**config.mk**
```make
export PLATFORM = sky130hd
export DESIGN_NAME = debug_halt_unit
export DESIGN_NICKNAME = d
export VERILOG_FILES = /design/src/rtl/debug_halt_unit_pkg.sv /design/src/rtl/debug_halt_unit_match.sv /design/src/rtl/debug_halt_unit.sv
export SDC_FILE = /design/constraint.sdc
export NUM_CORES = 1
export LEC_CHECK = 0
export CAP_MARGIN = 20
export CORE_MARGIN = 3
export CORE_UTILIZATION = 44
export DETAILED_ROUTE_END_ITERATION = 10
export PLACE_DENSITY = 0.66
export SETUP_SLACK_MARGIN = 0.1
export SYNTH_ARGS = -nofsm -noshare
export SYNTH_HDL_FRONTEND = slang
export SYNTH_SLANG_ARGS = --single-unit
```
**constraint.sdc**
```tcl
create_clock -name i_clock -period 5.25 [get_ports i_clock]
set_input_delay 0.7875 -clock i_clock [delete_from_list [all_inputs] [get_ports i_clock]]
set_output_delay 0.7875 -clock i_clock [all_outputs]
set_load 0.03 [all_outputs]
```
**src/rtl/debug_halt_unit_pkg.sv**
```systemverilog
// Shared run-control types: command opcodes, halt causes, response status layout.
package Types;

   typedef logic [31:0] InstAddr;

   typedef enum logic [2:0] {
      CMD_NOP    = 3'd0,
      CMD_HALT   = 3'd1,
      CMD_RESUME = 3'd2,
      CMD_STEP   = 3'd3,
      CMD_SETBP  = 3'd4,
      CMD_CLRBP  = 3'd5,
      CMD_STATUS = 3'd6,
      CMD_READPC = 3'd7
   } DbgCmd;

   typedef enum logic [1:0] {
      CAUSE_NONE  = 2'd0,
      CAUSE_REQ   = 2'd1,
      CAUSE_STEP  = 2'd2,
      CAUSE_BREAK = 2'd3
   } DbgCause;

   typedef struct packed {
      logic    err;
      logic    halted;
      DbgCause cause;
   } DbgStatus;

   typedef enum logic [1:0] {
      ST_RUN    = 2'd0,
      ST_STEP   = 2'd1,
      ST_HALTED = 2'd2
   } RunState;

endpackage

```
**src/rtl/debug_halt_unit_match.sv**
```systemverilog
// PC breakpoint slots: address/enable registers plus a combinational hit on the retiring PC.
module breakpoint_match
   import Types::*;
#(
   parameter int NUM_BP = 4
) (
   input  logic        i_clock,
   input  logic        i_reset,
   input  logic        i_wrEn,
   input  logic        i_wrSet,
   input  logic [2:0]  i_wrIndex,
   input  logic [31:0] i_wrAddr,
   input  logic [31:0] i_pc,
   output logic        o_hit
);

   InstAddr           bpAddr [NUM_BP];
   logic [NUM_BP-1:0] bpEnable;

   // Slot writes: SETBP loads the address and enables, CLRBP only disables (address kept).
   always_ff @(posedge i_clock) begin
      if (!i_reset) begin
         for (int i = 0; i < NUM_BP; i++) begin
            bpAddr[i]   <= '0;
            bpEnable[i] <= 1'b0;
         end
      end else if (i_wrEn) begin
         for (int i = 0; i < NUM_BP; i++) begin
            if (i_wrIndex == 3'(i)) begin
               if (i_wrSet) begin
                  bpAddr[i] <= i_wrAddr;
               end
               bpEnable[i] <= i_wrSet;
            end
         end
      end
   end

   // Hit is the OR over all enabled slots whose address equals the retiring PC.
   always_comb begin
      o_hit = 1'b0;
      for (int i = 0; i < NUM_BP; i++) begin
         if (bpEnable[i] && (bpAddr[i] == i_pc)) begin
            o_hit = 1'b1;
         end
      end
   end

endmodule

```
**src/rtl/debug_halt_unit.sv**
```systemverilog
// Debug run-control: command/response handshake, halt/step/breakpoint FSM and retirement capture.
module debug_halt_unit
   import Types::*;
#(
   parameter int NUM_BP = 4
) (
   input  logic        i_clock,
   input  logic        i_reset,
   input  logic        i_cmdValid,
   output logic        o_cmdReady,
   input  logic [2:0]  i_cmd,
   input  logic [2:0]  i_cmdIndex,
   input  logic [31:0] i_cmdAddr,
   output logic        o_rspValid,
   input  logic        i_rspReady,
   output logic [3:0]  o_rspStatus,
   output logic [31:0] o_rspData,
   input  logic        i_ok,
   input  logic [31:0] i_pc,
   input  logic [31:0] i_tick,
   output logic        o_halt,
   output logic        o_halted
);

   RunState     state, nextState;
   DbgCause     cause, nextCause;
   InstAddr     lastPc;
   logic [31:0] lastTick;
   logic        haltReg;
   logic        rspValid;
   DbgStatus    rspStatus, rspStatusNext;
   logic [31:0] rspData, rspDataNext;
   DbgCmd       cmd;
   logic        cmdAccept, cmdErr, indexOk, bpHitRaw, bpHit, bpWrEn;

   assign cmd        = DbgCmd'(i_cmd);
   assign o_cmdReady = !rspValid || i_rspReady;
   assign cmdAccept  = i_cmdValid && o_cmdReady;
   assign indexOk    = int'(i_cmdIndex) < NUM_BP;
   assign bpWrEn     = cmdAccept && indexOk && ((cmd == CMD_SETBP) || (cmd == CMD_CLRBP));
   assign bpHit      = i_ok && bpHitRaw && (state != ST_HALTED);

   breakpoint_match #(
      .NUM_BP (NUM_BP)
   ) u_match (
      .i_clock   (i_clock),
      .i_reset   (i_reset),
      .i_wrEn    (bpWrEn),
      .i_wrSet   (cmd == CMD_SETBP),
      .i_wrIndex (i_cmdIndex),
      .i_wrAddr  (i_cmdAddr),
      .i_pc      (i_pc),
      .o_hit     (bpHitRaw)
   );

   // Next state/cause: retirement events first, then the accepted command; a breakpoint
   // hit in the same cycle as HALT keeps cause BREAK. Also builds the response payload.
   always_comb begin
      nextState   = state;
      nextCause   = cause;
      cmdErr      = 1'b0;
      rspDataNext = '0;
      case (state)
         ST_RUN: begin
            if (bpHit) begin
               nextState = ST_HALTED;
               nextCause = CAUSE_BREAK;
            end
         end
         ST_STEP: begin
            if (i_ok) begin
               nextState = ST_HALTED;
               nextCause = bpHit ? CAUSE_BREAK : CAUSE_STEP;
            end
         end
         default: ;
      endcase
      if (cmdAccept) begin
         case (cmd)
            CMD_HALT: begin
               if (state == ST_HALTED) begin
                  cmdErr = 1'b1;
               end else if (nextState != ST_HALTED) begin
                  nextState = ST_HALTED;
                  nextCause = CAUSE_REQ;
               end
            end
            CMD_RESUME: begin
               if (state != ST_HALTED) begin
                  cmdErr = 1'b1;
               end else begin
                  nextState = ST_RUN;
                  nextCause = CAUSE_NONE;
               end
            end
            CMD_STEP: begin
               if (state != ST_HALTED) begin
                  cmdErr = 1'b1;
               end else begin
                  nextState = ST_STEP;
                  nextCause = CAUSE_NONE;
               end
            end
            CMD_SETBP, CMD_CLRBP: begin
               cmdErr      = !indexOk;
               rspDataNext = {29'd0, i_cmdIndex};
            end
            CMD_STATUS: rspDataNext = i_ok ? i_tick : lastTick;
            CMD_READPC: rspDataNext = i_ok ? i_pc : lastPc;
            default: ;
         endcase
      end
      rspStatusNext = '{err: cmdErr, halted: (nextState == ST_HALTED), cause: nextCause};
   end

   // Run-control state, cause and the registered stall request.
   always_ff @(posedge i_clock) begin
      if (!i_reset) begin
         state   <= ST_RUN;
         cause   <= CAUSE_NONE;
         haltReg <= 1'b0;
      end else begin
         state   <= nextState;
         cause   <= nextCause;
         haltReg <= (nextState == ST_HALTED);
      end
   end

   // Capture every retirement, including drain retirements while halted.
   always_ff @(posedge i_clock) begin
      if (!i_reset) begin
         lastPc   <= '0;
         lastTick <= '0;
      end else if (i_ok) begin
         lastPc   <= i_pc;
         lastTick <= i_tick;
      end
   end

   // Single-entry response register; payload only changes when a new command is accepted.
   always_ff @(posedge i_clock) begin
      if (!i_reset) begin
         rspValid  <= 1'b0;
         rspStatus <= '0;
         rspData   <= '0;
      end else if (cmdAccept) begin
         rspValid  <= 1'b1;
         rspStatus <= rspStatusNext;
         rspData   <= rspDataNext;
      end else if (i_rspReady) begin
         rspValid  <= 1'b0;
      end
   end

   assign o_rspValid  = rspValid;
   assign o_rspStatus = rspStatus;
   assign o_rspData   = rspData;
   assign o_halt      = haltReg;
   assign o_halted    = (state == ST_HALTED);

endmodule

```
==> out/metrics.cfg <==
[clocking]
h-tree-depth=1
root_buffer=clkbuf_16
cts_setup_buffers=0
cts_tree=yes
clkSinkCount=238
cts-buffers-inserted=27
clock_latency_ns=0.54
ctsHoldBuffers=0
cts_max_path_buffers=3
post_cts_resized=0
clkTransAtPathRegs_ns=0.06

[setup_path]
crit_path_end_kind=flip-flop
crit_type=in2reg
critPathMaxFanout=32
r2r_setup_slack_ns=2.75
r2r-end=u_match.bpAddr[0][25]
cp_data_required_time_ns=5.42
cp-start-kind=input pin
r2r_cells=7
r2r-start=o_rspValid
cp.arrival_ns=3.36

[sta]
finalHoldViolCount=0
setup-tns-final_ns=0
skew_ns=0.0279
rsz0062_at_grt=no
max_freq_ghz=0.313
whs_ns=0.462
fin_crit_sh=0.608
slew_viol_final=0
slew_headroom=0.309
period_needed_ns=3.19
final-setup-viol-count=0
worst_slew_pin_slew_ns=1.03

[yosys]
synth_edf_count=128
ys_seq_area_frac=0.557
ys_top_cells_by_area=edfxtp_1, dfxtp_1, and2_1
syn-num-nets=1051
syn_inst=941
yosys.area.top_type_share=0.354
yosysUniqueCellTypes=44
synthArstFlopShare=0
synth_warnings=0
ys_seq_elements=238
synth_top_area_cell=edfxtp_1
synth.avg_cell_area_um2=11.5
syn_area_um2=10900
synthFlopType=edfxtp_1

[status]
status=completed

[worst_hold_path]
hold_start=o_rspStatus[1]
hold_depth=2
min_path_type=reg2reg
holdPathEnd=o_rspStatus[1]

[detailed_routing]
drtIter0Drc=679
drt-total-wl_um=28000
drt_pre_antenna_iters=5
avgViaCountPerCell=5.23
antenna_left=0
routed-via-count=7240
wl_per_cell_um=20.2
remaining_drc_errors=0

[finish]
stdcell_area_um2=13300
syn_to_final_growth_pct=22.6
drive_gt1_frac=0.0592
final_cell_mix=clkdlybuf4s50_1, and2_1, edfxtp_1
fin_cells=1384
fin_nets=1156
final_common_cell=clkdlybuf4s50_1
diodes=0

[placement]
gp_congestion=0.844
placed_cells=1336
port_buffers=146
post-dp-hpwl_um=19100
placed_cell_area_um2=12400

[floorplanning]
io-pin-count=147
core_um2=23900
start_util=0.454
dieArea_um2=26600
rows=56
die_w_um=163
die_y_um=163

[global_routing]
overflow=0
grt_pass1_wl_um=42300
track_usage=0.207
grt_max_degree=115
antenna_found_initial=1
grt_pass1_vias=7090

[flow_run]
timing.max_cap.violations=0

[power]
powerDensity_nw_per_um2=323
power_leakage_nw=4.89
ir_drop_v=0.000204
power_mw=4.30

## worst max-delay path, cell delays in order
cell and delay [ns]:
clkdlybuf4s50_1 0.58, inv_1 0.19, ha_1 0.27, nand3b_2 0.18, or3_1 0.47, or3_1 0.36, nand2_1 0.09, buf_4 0.41
## Yosys cell counts (6+ instances only)
cell type and count:
a21oi_1 8, a22oi_1 32, and2_1 131, buf_2 32, clkbuf_1 41, dfxtp_1 110, edfxtp_1 128, inv_1 6
mux2i_1 64, nand2_1 12, nand3_1 15, nand4_1 19, nor2_1 12, nor2b_1 98, nor4_1 13, o21ai_0 11
o22ai_1 29, xnor2_1 85, xor2_1 43
## how the worst max path moves through the flow
stage / startpoint / to / slack, ns / cells after the start
final: i_cmd[1] / u_match.bpAddr[0][25] / 2.06 / 8
after global routing: i_cmd[1] / u_match.bpAddr[0][6] / 1.93 / 8
after CTS: i_cmd[1] / u_match.bpAddr[0][6] / 2.10 / 8
after detailed placement: i_cmd[1] / u_match.bpAddr[0][18] / 1.57 / 8
after global placement: i_cmd[1] / u_match.bpAddr[0][15] / 1.64 / 8
after floorplan: i_rspReady / u_match.bpAddr[1][0] / 0.71 / 5
## stage by stage
| step | setup slack [ns] | utilization |
|---|---|---|
| after floorplan | 0.711 | - |
| after global placement | 1.64 | 0.521 |
| after detailed placement | 1.57 | 0.521 |
| after CTS | 2.10 | 0.557 |
| after global routing | 1.93 | 0.557 |
| final | 2.06 | 0.557 |
## state kept, by name (all words and copies together) (netlist names)
register / flops
lastPc: 32
o_rspValid: 1
u_match.bpAddr: 128
o_rspStatus: 4
o_halt: 1
cause: 2
u_match.bpEnable: 4
o_rspData: 32
state: 2
lastTick: 32
## power by group
part           total, mW  leakage, nW  switching, mW  internal [mW]
Clock               1.85        0.421          0.734           1.12
Sequential          2.04         2.27         0.0210           2.02
Combinational      0.413         2.19          0.228          0.185
Total               4.30         4.89          0.984           3.32
## kinds of logic after synthesis
group | share of synthesized area
xor gates and xnor gates | 0.103
buffers and inverters | 0.0355
muxes | 0.0590
adders and majority gates | 0.00346
and+or+nand+nor | 0.180
DFF | 0.557
AOI/OAI and AO/OA | 0.0619
## layout make-up
type,instances,area [um^2]
Fill cell,2035,10600
Sequential cell,238,6050
Multi-Input combinational cell,617,4450
Timing Repair Buffer,156,1530
Clock buffer,42,782
Tap cell,319,399
Clock inverter,6,86.3
Inverter,6,22.5
## metal layers
| layer | up-vias | GRT usage | share of wire |
|---|---|---|---|
| li1 | 3463 | - | - |
| met1 | 3505 | 0.301 | 0.47 |
| met2 | 228 | 0.319 | 0.44 |
| met3 | 42 | 0.0444 | 0.064 |
| met4 | 2 | 0.0469 | 0.019 |
| met5 | - | 0 | 0.00057 |
Power figures use the tool's default switching activity.
